===== config.mk =====
export PLATFORM = sky130hd
export DESIGN_NAME = instr_prefetch
export DESIGN_NICKNAME = d
export VERILOG_FILES = /design/src/rtl/instr_prefetch_pkg.sv /design/src/rtl/instr_prefetch_fifo.sv /design/src/rtl/instr_prefetch.sv
export SDC_FILE = /design/constraint.sdc
export NUM_CORES = 1
export LEC_CHECK = 0
export CORE_ASPECT_RATIO = 0.9
export CORE_MARGIN = 8
export CORE_UTILIZATION = 55
export DETAILED_ROUTE_END_ITERATION = 12
export PLACE_DENSITY_LB_ADDON = 0.12
export SLEW_MARGIN = 20
export SYNTH_ARGS = -nofsm -noshare
export SYNTH_HDL_FRONTEND = slang
export SYNTH_SLANG_ARGS = --single-unit

===== constraint.sdc =====
create_clock -name clk -period 6.4 [get_ports clk]
set_clock_uncertainty 0.2 [all_clocks]
set_input_delay 1.28 -clock clk [delete_from_list [all_inputs] [get_ports clk]]
set_output_delay 1.28 -clock clk [all_outputs]
set_load 0.02 [all_outputs]

===== src/rtl/instr_prefetch_pkg.sv =====
// instr_prefetch_pkg: widths, reset vector and ROM timing shared by the ROM, the prefetch stage and the core.
package instr_prefetch_pkg;
    localparam int ADDR_WIDTH = 8;
    localparam int DATA_WIDTH = 8;
    localparam logic [ADDR_WIDTH-1:0] RESET_VECTOR = 8'h00;
    localparam int ROM_LATENCY = 1;
    typedef struct packed {
        logic [ADDR_WIDTH-1:0] addr;
        logic [DATA_WIDTH-1:0] data;
    } fetch_entry_t;
endpackage


===== src/rtl/instr_prefetch_fifo.sv =====
// prefetch_fifo: synchronous FIFO of address-tagged instruction bytes with flush; head reads as zero when empty.
module prefetch_fifo
    import instr_prefetch_pkg::*;
#(
    parameter int DEPTH = 4
) (
    input  logic                     clk,
    input  logic                     reset,
    input  logic                     push,
    input  logic                     pop,
    input  logic                     flush,
    input  fetch_entry_t             din,
    output fetch_entry_t             head,
    output logic [$clog2(DEPTH):0]   count
);
    localparam int PW = $clog2(DEPTH);
    fetch_entry_t mem [DEPTH];
    logic [PW-1:0] wr_ptr, rd_ptr;
    logic do_pop;
    assign do_pop = pop && count != '0;
    always_ff @(posedge clk or posedge reset) begin
        if (reset) begin
            wr_ptr <= '0;
            rd_ptr <= '0;
            count  <= '0;
        end else if (flush) begin
            wr_ptr <= '0;
            rd_ptr <= '0;
            count  <= '0;
        end else begin
            if (push) wr_ptr <= wr_ptr + PW'(1);
            if (do_pop) rd_ptr <= rd_ptr + PW'(1);
            count <= count + (PW+1)'(push) - (PW+1)'(do_pop);
        end
    end
    always_ff @(posedge clk) begin
        if (push && !flush) mem[wr_ptr] <= din;
    end
    assign head = (count == '0) ? '0 : mem[rd_ptr];
endmodule


===== src/rtl/instr_prefetch.sv =====
// instr_prefetch: fetch stage driving the program ROM, buffering tagged bytes for the core, flushed by jumps.
module instr_prefetch
    import instr_prefetch_pkg::*;
#(
    parameter int FIFO_DEPTH = 4
) (
    input  logic                          clk,
    input  logic                          reset,
    output logic [ADDR_WIDTH-1:0]         rom_addr,
    input  logic [DATA_WIDTH-1:0]         rom_data,
    output logic [DATA_WIDTH-1:0]         instr_byte,
    output logic [ADDR_WIDTH-1:0]         instr_addr,
    output logic                          instr_valid,
    input  logic                          instr_ready,
    input  logic                          jump,
    input  logic [ADDR_WIDTH-1:0]         jump_addr,
    output logic [$clog2(FIFO_DEPTH):0]   level
);
    localparam int LW = $clog2(FIFO_DEPTH) + 1;
    logic [ADDR_WIDTH-1:0] fetch_ptr, inflight_addr;
    logic inflight, issue, push, pop;
    fetch_entry_t din, head;
    // the in-flight read reserves a slot so a capture can never find the buffer full
    assign issue = !jump && (level + LW'(inflight)) < LW'(FIFO_DEPTH);
    assign push = inflight && !jump;
    assign pop = instr_valid && instr_ready && !jump;
    assign instr_valid = level != '0;
    assign rom_addr = fetch_ptr;
    assign din = {inflight_addr, rom_data};
    assign instr_byte = head.data;
    assign instr_addr = head.addr;
    always_ff @(posedge clk or posedge reset) begin
        if (reset) begin
            fetch_ptr     <= RESET_VECTOR;
            inflight      <= 1'b0;
            inflight_addr <= '0;
        end else if (jump) begin
            fetch_ptr <= jump_addr;
            inflight  <= 1'b0;
        end else begin
            inflight <= issue;
            if (issue) begin
                inflight_addr <= fetch_ptr;
                fetch_ptr     <= fetch_ptr + ADDR_WIDTH'(1);
            end
        end
    end
    prefetch_fifo #(.DEPTH(FIFO_DEPTH)) u_fifo (
        .clk   (clk),
        .reset (reset),
        .push  (push),
        .pop   (pop),
        .flush (jump),
        .din   (din),
        .head  (head),
        .count (level)
    );
endmodule


* Yosys cells after proc, flatten, opt, wreduce, memory -nomap -nowiden
Memories as Yosys holds them, arrays and structs flattened.
Index checks and enable logic that the tools add are counted.
** Cells by class
- Reduce and logical (&&, ||, !) cells :: 13
- $lt $le $gt $ge :: 1
- Bitwise operators :: 1
- Muxes and demuxes :: 11
- Add/subtract/negate cells :: 6
** Operators with widths (count)
- two-way mux 16 bit :: 1
- two-way mux 8 bit :: 2
- adder 8 x 1 -> 8 bit, second input constant :: 1
- two-way mux 2 bit :: 4
- adder 3 x 1 -> 3 bit :: 2
- logical AND 1 bit :: 6
- nonzero test 2 bit :: 3
- adder 2 x 1 -> 2 bit, second input constant :: 2
- zero test 3 bit :: 1
- < comparator 3 bit, second input constant :: 1
- two-way mux 1 bit :: 3
- two-way mux 3 bit :: 1
- nonzero test 3 bit :: 1
- subtractor 3 x 1 -> 3 bit :: 1
- AND reduction 2 bit :: 1
- zero test 1 bit :: 1
- inverter 1 bit :: 1
** Word-level totals
- Register bits :: 24
- Bits in writable memories :: 64
- Bits of input ports :: 20
- Word-level logic and storage cells :: 39
- Memories :: 1
- Output and inout port bits :: 28
** Memories
- u_fifo.mem :: depth 4, bits a word 16, read ports 1, clocked after memory_dff 0, write ports 1, RTL line instr_prefetch_fifo.sv:17 : fetch_entry_t mem [DEPTH];

* Depth between registers and ports, before layout
- Depth in word-level cells :: 6
- Depth in mapped cells :: 11
- Mapped depth without buffers :: 10

* Cells and area by module
A second synthesis with hierarchy kept.
** Unflattened totals
- Cells, all modules :: 221
- Area total of the unflattened synthesis :: 3787.4 um^2
** Modules (own cells, without submodules)
- prefetch_fifo :: area each 2917.8 um^2, cells each 144, seq. area each 2097.0 um^2, instances 1
- instr_prefetch :: area each 869.6 um^2, cells each 77, seq. area each 425.4 um^2, instances 1

* Worst setup path before layout
No wires, ideal clock.
- Path kind :: input to register
- Start point :: input port jump
- End point :: register u_fifo.count[2]
- Buffers on the path :: 2
- Slack :: 3.087 ns
- Data required time :: 6.068 ns
- Arrival :: 2.982 ns
- Library setup time :: 0.132 ns
- Cell stages on the path :: 10
- Cell sequence :: clkbuf_1 buf_1 nor2_1 ha_1 inv_1 ha_1 inv_1 fa_1 xnor2_1 nor2_1
** On the way
- Cells in the longest elaborated chain, start to end :: 5
- Elaborated cells on any way between the ends :: 7
- Those cells by class :: 2 x add/sub; 1 x mux; 4 x reduce/logical
** Ends and longest elaborated chain
- from (decl) :: RTL line instr_prefetch.sv:15 : input logic jump,
- zero test 1 bit :: RTL line instr_prefetch.sv:25, instr_prefetch.sv:26
- logical AND 1 bit, on equally long branches :: RTL line instr_prefetch.sv:25, instr_prefetch.sv:26
- adder 3 x 1 -> 3 bit / logical AND 1 bit (equally long branches) :: RTL line instr_prefetch_fifo.sv:33, instr_prefetch_fifo.sv:20
- subtractor 3 x 1 -> 3 bit :: RTL line instr_prefetch_fifo.sv:33 : count <= count + (PW+1)'(push) - (PW+1)'(do_pop);
- two-way mux 3 bit * :: RTL line instr_prefetch_fifo.sv:26 : end else if (flush) begin
- to (signal assigned) :: RTL line instr_prefetch_fifo.sv:33
- to (decl) :: RTL line instr_prefetch_fifo.sv:14 : output logic [$clog2(DEPTH):0] count
Every way passes the cells marked *; elsewhere a longest branch is shown, timed or not.
A chain may end at the register's enable or synchronous reset.

* Worst setup path in the final report
- Start point :: register u_fifo.rd_ptr[0]
- End point :: output port instr_addr[7]
** On the way
- Cells in the longest elaborated chain, start to end :: 2
** Ends and longest elaborated chain
- from (decl) :: RTL line instr_prefetch_fifo.sv:18 : logic [PW-1:0] wr_ptr, rd_ptr;
- from (signal assigned) :: RTL line instr_prefetch_fifo.sv:32 : if (do_pop) rd_ptr <= rd_ptr + PW'(1);
- memory read (4 x 16 bit)
- two-way mux 16 bit :: RTL line instr_prefetch_fifo.sv:39 : assign head = (count == '0) ? '0 : mem[rd_ptr];
- to (decl) :: RTL line instr_prefetch.sv:12 : output logic [ADDR_WIDTH-1:0] instr_addr,
No other way between the ends.

==> run_results.csv <==
group,metric,value,unit
die,start_util,56.2,%
synthesis,syn_avg_cell_area,17.1,µm²
setup_path,crit_path_end,"instr_addr[7]",
finish,n_antenna_cell,0,
synthesis,syn-cell-area,0.00366,mm²
clock_network,cts.sinks,88,
clock_network,cts.htree.levels,3,
sta,rsz0062_at_grt,"false",
route,wl,6.20,mm
setup_path,timing.rr.end,"u_fifo.count[2]",
clock_network,cts_tree,"built",
global_route,antenna_found_initial,0,
sta,period_share,60.3,%
global_route,grt_start_max_net_pins,28,
sta,setup_tns,0,ns
clock_network,cts_buffers,9,
setup_path,crit_family,"buffers and inverters",
die,die_area,0.00953,mm²
placed_design,dp_hpwl,4.08,mm
synthesis,ys_types,30,
finish,drive_gt1_share,16.8,%
synthesis,ys_seq_elements,88,
route,remaining_drc_errors,0,
status,status,"finished, final reports clean",
route,drt_iter0_drc,83,
synthesis,synthesis.nets,242,
clock_network,cts_buffer_depth,2,
synthesis,seq_area_frac_synth,68.9,%
sta,setup_viol_count_final,0,
sta,hold_viol_final,0,
setup_path,r2r_cells,10,
pwr,ir_worst_vdd,0.243,mV
synthesis,synthFlopType,"edfxtp_1",
route,drt.antenna.violating_nets,0,
setup_path,path_buf_inv,2,
route,vias,1871,
setup_path,cp.required,4.92,ns
pwr,power,1.79,mW
setup_path,cp-startpoint,"u_fifo.rd_ptr[0]",
setup_path,endpoint_kind,"output port",
setup_path,cp.arrival,2.38,ns
synthesis,synthArstFlopShare,27.3,%
placed_design,port_buffers,47,
setup_path,max_stage_delay,0.56,ns
global_route,grt_pass1_vias,2021,
pwr,total_leakage_power,1.57,nW
sta,final_max_slew_viol_count,0,
die,dieWidth,102,µm
sta,fmax,0.259,GHz
setup_path,crit_type,"reg -> out",
clock_network,clk_latency,0.34,ns
run,max_cap_violations,0,
clock_network,cts_resized,0,
sta,worst_pin_slew,0.888,ns
setup_path,cp-start-kind,"flop",
sta,relSlewSlack,40.8,%
route,via_per_inst,5.23,
setup_path,reg2reg_slack,3.48,ns
clock_network,cts_root_buf,"clkbuf_8",
setup_path,crit_path_cell_trace,"buf_4 > mux4_2 > and2_1 > clkdlybuf4s50_1",
die,dieHeight,93.4,µm
finish,fillers,436,
setup_path,critPathMaxFanout,15,
die,io_pins,48,
global_route,grt_use_total,14.4,%
sta,min_period,3.86,ns
setup_path,cp_slowest_cell,"mux4_2",
hold_path,min_path_type,"reg -> reg",
die,core,0.00652,mm²
finish,syn2layout_area_growth,21.3,%
hold_path,hp-start,"inflight_addr[6]",
global_route,grt_overflow,0,
route,post_drt_wl_per_cell,17.3,µm
synthesis,netlist_instances,214,
clock_network,cts_setup_buffers,0,
sta,hold_ws,0.313,ns
clock_network,clk_pin_slew,0.09,ns
clock_network,hold_buffers,0,
setup_path,crit_cells,4,
synthesis,synth-edff-count,64,
pwr,p_per_area,402,mW/mm²
global_route,grt_pass1_wl,10.3,mm
finish,fin_nets,292,
setup_path,r2r_start,"u_fifo.count[2]",
placed_design,gp_congestion,0.808,
die,fp-row-count,28,
route,first_pass_iters,4,
synthesis,ys_warn_count,0,
## final cells by class
class | instances | area (µm²) | share of cell area [%]
clock inverter | 6 | 109 | 2.45
timing repair buffer | 48 | 478 | 10.8
inverter | 7 | 26.3 | 0.592
tap | 90 | 113 | 2.54
multi-input combinational | 110 | 1070 | 24.1
clock buffer | 9 | 124 | 2.79
sequential | 88 | 2520 | 56.8
## per-stage QoR
step	cells	utilization, %	area, µm²	setup WS, ns
6_report	358	68.1	4440	2.54
5_1_grt	358	68.1	4440	2.41
4_1_cts	358	68.1	4440	2.49
3_5_place_dp	343	64.6	4210	2.41
3_3_place_gp	343	64.6	4210	2.49
2_1_floorplan	214	-	3660	3.09
## state kept, by name, summed over array words and instances (netlist names)
| register | flops |
|---|---|
| u_fifo.mem | 64 |
| inflight_addr | 8 |
| rom_addr | 8 |
| u_fifo.count | 3 |
| u_fifo.rd_ptr | 2 |
| u_fifo.wr_ptr | 2 |
| inflight | 1 |
## worst min-delay path by stage
stage / depth (start not counted) / endpoint / slack, ns
global route: 0 / u_fifo.mem[0][14] / 0.34
global placement: 0 / u_fifo.mem[2][11] / 0.30
finish: 0 / u_fifo.mem[0][14] / 0.31
floorplan: 0 / u_fifo.mem[0][10] / 0.27
CTS: 0 / u_fifo.mem[0][14] / 0.32
detailed placement: 0 / u_fifo.mem[3][9] / 0.31
## power by group
group / switching (mW) / internal, mW / leakage (nW)
Combinational: 0.265 / 0.290 / 0.585
Sequential: 0.0801 / 0.712 / 0.878
Clock: 0.184 / 0.256 / 0.109
## Yosys cell counts, types with 2 or more instances
library cell	count	area, µm²
edfxtp_1	64	1920
dfrtp_1	24	601
and2_1	20	125
mux4_2	16	360
nand2_1	11	41.3
mux2_2	9	101
ha_1	7	87.6
inv_1	7	26.3
nor2_1	7	26.3
o21ai_0	7	35.0
xnor2_1	6	52.6
nand3_1	5	25.0
clkbuf_1	4	15.0
xor2_1	4	35.0
mux2i_1	3	30.0
nor2b_1	3	18.8
a21oi_1	2	10.0
buf_2	2	10.0
buf_4	2	15.0
## layer usage
| layer | track usage (%) | part of all wire [%] |
|---|---|---|
| met1 | 18.7 | 45 |
| met2 | 22.1 | 48 |
| met5 | 0 | 0 |
| met4 | 6.84 | 1.3 |
| met3 | 3.79 | 5.4 |
## cells by family (layout without fill, tap and decap cells)
family / count (synthesis) / after routing / share of synthesized area [%]
multiplexers: 29 / 29 / 13.8
flip-flops: 88 / 88 / 68.9
buffers and inverters: 16 / 70 / 1.91
XOR/XNOR: 10 / 10 / 2.39
adder cells (fa/ha/maj): 8 / 8 / 2.94
AND/OR/NAND/NOR: 49 / 49 / 7.35
AO/OA/AOI/OAI: 14 / 14 / 2.67
## cells in the final DEF, fill, tap and decap left out, types with 9 or more instances in the layout
| cell | count |
|---|---|
| nand2_1 | 11 |
| dfrtp_1 | 24 |
| clkdlybuf4s50_1 | 47 |
| mux2_2 | 9 |
| mux4_2 | 16 |
| and2_1 | 20 |
| edfxtp_1 | 64 |
| clkbuf_8 | 9 |
No activity file was read; power rests on OpenSTA's default activity.
==> RTL edit 1 (same flow settings) <==
`ADDR_WIDTH`: 8 -> 7.
--- a/src/rtl/instr_prefetch_pkg.sv
+++ b/src/rtl/instr_prefetch_pkg.sv
@@ -1,5 +1,5 @@
 // instr_prefetch_pkg: widths, reset vector and ROM timing shared by the ROM, the prefetch stage and the core.
 package instr_prefetch_pkg;
-    localparam int ADDR_WIDTH = 8;
+    localparam int ADDR_WIDTH = 7;
     localparam int DATA_WIDTH = 8;
     localparam logic [ADDR_WIDTH-1:0] RESET_VECTOR = 8'h00;
Ports: changed (resized instr_addr, jump_addr and rom_addr); port bits go from 48 to 45. The function was not compared with the original's and may differ.
==> RTL edit 1 against the original RTL <==
  * Wire length down 7.1%
  * Register-to-register slack better by 0.05 ns
  * Cell area down 9.2%
  * Sequential power down 5.4%
  * Area after synthesis down 7.5%
  * Die area down 6.2%
  * Sequential cell count down 6
  * Synthesized cell count down 7.0%
  * Via count down 4.9%
  * Total power down 13%
  * Global-route usage down 0.53 points
  * Critical endpoint is now instr_addr[0]
  * Fmax up 0.48%
  * Worst setup slack better by 0.018 ns
==> RTL edit 1: results (changes against the original RTL) <==
[run_status]
status=finished, final reports clean

[clock_network]
numCtsBuffers=9  ; unchanged
cts-root-buf=clkbuf_8
path_clk_slew_ns=0.08

[setup_path]
worstPathArrival_ns=2.36  ; -0.02 ns
critical-path-top-delay-family=flip-flops
crit_path_top_delay_cell=dfrtp_2
cp_max_fo=17  ; +2
crit_path_max_incr_delay_ns=0.74  ; +0.18 ns
r2r_start=u_fifo.count[1]$_DFF_PP0_

[grt]
grt_pass1_vias=1777  ; -12%
grt_max_degree=23  ; -18%
grt_pass1_wl_um=9430  ; -8.7%
track_usage_pct=13.9  ; -0.53 points

[power]
p_leak_nw=1.43  ; -9.2%
p_seq_w=0.000749  ; -5.4%
peakVddDrop_uv=202  ; -17%
p_int_w=0.00107  ; -15%
p_comb_share_pct=31.6  ; +0.5 points

[route]
vias_per_cell=5.52  ; +5.7%
drt-initial-drc-count=57  ; -31%
num_vias=1779  ; -4.9%
routed_wl_um=5750  ; -7.1%

[synth]
synth_area_per_cell_um2=17.0  ; -0.47%
yosysUniqueCellTypes=28  ; -6.7%
synth_common_cells=edfxtp_1 (60), dfrtp_1 (22), and2_1 (19), mux4_2 (15), nor2_1 (10)
synth_edf_count=60  ; -6.3%
ys_async_sr_fraction_pct=26.8  ; -0.44 points
synthesis.nets=226  ; -6.6%
synthTopCellsByArea=edfxtp_1 (53%), dfrtp_1 (16%), mux4_2 (10%)
yosysSeqAreaShare_pct=69.4  ; +0.52 points

[hold_path]
hold_path_class=reg -> reg
hp-start=inflight_addr[6]$_DFFE_PP0P_

[placement]
io_buffers=44  ; -6.4%
dp_hpwl_um=3720  ; -8.9%
dp.cells=306  ; -11%
routabilityCongestion=0.698  ; -14%

[sta]
worst_slew_pin_slew_ns=0.840  ; -0.0476 ns

[finish]
drive_gt1_share_pct=15.6  ; -1.2 points
nets=272  ; -6.8%
fillers=440  ; +0.92%
largest_reg_flops=60  ; -6.3%

RTL edit 1: final timing paths:
kind	endpoint	slack [ns]	cells after the start
max	instr_addr[0]	2.56	3
min	u_fifo.mem[3][14]$_DFFE_PP_	0.33	0
max reg2reg	u_fifo.count[2]$_DFF_PP0_	3.53	10
min reg2reg	u_fifo.mem[3][14]$_DFFE_PP_	0.33	0
max in group asynchronous	u_fifo.rd_ptr[0]$_DFFE_PP0P_	4.22	2
min in group asynchronous	u_fifo.count[2]$_DFF_PP0_	1.21	2
RTL edit 1: metal layers:
| metal | global-route usage (%) | vias to the layer above | routed length, um | part of all wire (%) |
|---|---|---|---|---|
| li1 | - | 840 | - | - |
| met1 | 19.0 | 881 | 2770 | 48 |
| met2 | 19.4 | 48 | 2560 | 45 |
| met3 | 4.16 | 10 | 306 | 5.3 |
| met4 | 7.28 | 0 | 114 | 2.0 |
| met5 | 0 | - | 0 | 0 |
RTL edit 1: metrics by stage:
| step | area [um^2] | power (W) | worst slack [ns] |
|---|---|---|---|
| CTS | 4030 | 0.00157 | 2.14 |
| detailed placement | 3870 | 0.00126 | 2.53 |
| floorplan | 3390 | 0.00106 | 3.12 |
| global route | 4030 | 0.00165 | 2.40 |
| global placement | 3870 | 0.00125 | 2.55 |
| finish | 4030 | 0.00155 | 2.56 |
RTL edit 1: kinds of logic after synthesis:
family          share of synthesized area, %
compound gates                          1.88
xor+xnor                                2.03
fa+ha+maj                               3.18
buf+inv                                 2.36
flops                                   69.4
mux                                     12.9
simple gates                            8.23
RTL edit 1: area by class of cell:
type	count	area, um^2	share of cell area (%)
inverters	8	30.0	0.744
clock inverters	4	18.8	0.465
multi-input cells	100	956	23.7
well taps	72	90.1	2.23
clock buffers	12	145	3.60
flip-flops and latches	82	2350	58.3
repair buffers	44	440	10.9
==> RTL edit 2 (same settings) <==
Made on the original files. Put a register stage on the output `level`, cleared by the reset. The value now appears one clock later. The other outputs are not delayed to match.
--- a/src/rtl/instr_prefetch.sv
+++ b/src/rtl/instr_prefetch.sv
@@ -18,12 +18,14 @@
 );
     localparam int LW = $clog2(FIFO_DEPTH) + 1;
+
+    logic [$clog2(FIFO_DEPTH):0] level_d;
     logic [ADDR_WIDTH-1:0] fetch_ptr, inflight_addr;
     logic inflight, issue, push, pop;
     fetch_entry_t din, head;
     // the in-flight read reserves a slot so a capture can never find the buffer full
-    assign issue = !jump && (level + LW'(inflight)) < LW'(FIFO_DEPTH);
+    assign issue = !jump && (level_d + LW'(inflight)) < LW'(FIFO_DEPTH);
     assign push = inflight && !jump;
     assign pop = instr_valid && instr_ready && !jump;
-    assign instr_valid = level != '0;
+    assign instr_valid = level_d != '0;
     assign rom_addr = fetch_ptr;
     assign din = {inflight_addr, rom_data};
@@ -54,6 +56,14 @@
         .din   (din),
         .head  (head),
-        .count (level)
+        .count (level_d)
     );
+    always_ff @(posedge clk or posedge reset) begin
+        if (reset) begin
+            level <= '0;
+        end else begin
+            level <= level_d;
+        end
+    end
+
 endmodule
 
Formal check against the unedited RTL: not equivalent (Yosys sat finds a counterexample within 4 cycles, from zero or initial values and one cycle with reset high).
==> RTL edit 2 against the original RTL <==
  * Worst setup slack worse by 0.024 ns
  * Core utilization is 0.46 points higher
  * Hold slack worse by 0.061 ns
  * Sequential share of layout area is 0.099 points higher
  * Total power is 3.5% higher
  * Clock power is 4% lower
  * Sequential cell count is 3 higher
  * Fmax is 0.61% lower
  * Area after synthesis is 4.2% higher
  * Wire length is 2.1% higher
  * Cell area is 2.8% higher
  * Critical endpoint is now instr_addr[4]
  * Largest power group unchanged
==> RTL edit 2: results (changes against the original RTL) <==
[placement]
dp_hpwl_um=4090  ; +0.27%
dp.cells=350  ; +2.0%
routabilityCongestion=0.754  ; -6.7%
dp_slack_ns=2.35  ; -0.0681 ns

[grt]
track_usage_pct=13.7  ; -0.72 points
grt_max_degree=33  ; +18%
grt_pass1_wl_um=10500  ; +1.9%
grt_remaining_overflow=0  ; unchanged
grt_pass1_vias=2055  ; +1.7%

[route]
drt-initial-drc-count=68  ; -18%
num_vias=1942  ; +3.8%
vias_per_cell=5.31  ; +1.5%
routed_wl_um=6330  ; +2.1%

[synth]
yosysSeqAreaShare_pct=68.1  ; -0.79 points
yosysUniqueCellTypes=33  ; +10%
synthTopCellsByArea=edfxtp_1 (50%), dfrtp_1 (18%), mux4_2 (9.4%)
synth_common_cells=edfxtp_1 (64), dfrtp_1 (27), and2_1 (20), mux4_2 (16), nand2_1 (9)
synthesis.nets=252  ; +4.1%
syn_inst=224  ; +4.7%
ys_async_sr_fraction_pct=29.7  ; +2.4 points

[finish]
fillers=467  ; +7.1%
largest_reg_flops=64  ; unchanged
nets=299  ; +2.4%
drive_gt1_share_pct=15.6  ; -1.2 points

[power]
p_leak_nw=1.64  ; +4.4%
peakVddDrop_uv=216  ; -11%

[run_status]
status=finished, final reports clean

[setup_path]
cp_max_fo=18  ; +3
worstPathArrival_ns=2.40  ; +0.02 ns
crit_path_max_incr_delay_ns=0.76  ; +0.20 ns
crit_path_top_delay_cell=dfrtp_2

[clock_network]
cts_setup_buffers=0  ; unchanged

[sta]
relSlewSlack_pct=33.6  ; -7.1 points

## RTL edit 2: through the flow
stage / cell area (um^2) / util, % / power [W]
floorplan: 3810 / - / 0.00121
global placement: 4340 / 65.2 / 0.00144
detailed placement: 4340 / 65.2 / 0.00145
CTS: 4570 / 68.6 / 0.00187
global route: 4570 / 68.6 / 0.00195
finish: 4570 / 68.6 / 0.00185
## RTL edit 2: final timing paths
check                                                  start                           end  slack [ns]  depth (start not counted)
worst max-delay path            u_fifo.rd_ptr[0]$_DFFE_PP0P_                 instr_addr[4]        2.52                          3
worst min-delay path               u_fifo.count[0]$_DFF_PP0_            level[0]$_DFF_PP0_        0.25                          0
worst max register to register     u_fifo.count[2]$_DFF_PP0_     u_fifo.count[2]$_DFF_PP0_        3.48                         10
worst min register to register     u_fifo.count[0]$_DFF_PP0_            level[0]$_DFF_PP0_        0.25                          0
max in group asynchronous                              reset  u_fifo.rd_ptr[0]$_DFFE_PP0P_        4.39                          2
min in group asynchronous                              reset            level[0]$_DFF_PP0_        1.13                          2
## RTL edit 2: metal layers
| layer | vias up | track usage, % | share of wire [%] |
|---|---|---|---|
| li1 | 934 | - | - |
| met1 | 952 | 17.0 | 45 |
| met2 | 48 | 22.4 | 48 |
| met3 | 8 | 3.95 | 5.7 |
| met4 | 0 | 5.42 | 1.1 |
| met5 | - | 0 | 0 |
## RTL edit 2: worst max-delay path, delay by kind of cell (launching register included)
kind	cells	cell delay, ns
buffers and inverters	1	0.54
multiplexers	1	0.57
AND/OR/NAND/NOR	1	0.18
flip-flops	1	0.76
## RTL edit 2: report_power, final
group	leakage (nW)	switching [W]	internal, W
Clock	0.102	0.000202	0.000222
Sequential	0.912	0.000115	0.000744
Combinational	0.627	0.000253	0.000313
## RTL edit 2: cell type report
| cell class | count | area, um^2 | share of cell area [%] |
|---|---|---|---|
| flip-flops and latches | 91 | 2600 | 56.9 |
| clock inverters | 7 | 100 | 2.19 |
| clock buffers | 9 | 124 | 2.71 |
| inverters | 7 | 26.3 | 0.575 |
| repair buffers | 47 | 470 | 10.3 |
| multi-input cells | 115 | 1130 | 24.8 |
| well taps | 90 | 113 | 2.47 |
## RTL edit 2: cells by family after synthesis
group	after synthesis	synth area share [%]
adders and majority gates	8	2.82
and+or+nand+nor	59	8.73
muxes	31	14.4
AOI/OAI and AO/OA	10	1.97
buffers and inverters	18	2.13
xor gates and xnor gates	7	1.80
DFF	91	68.1
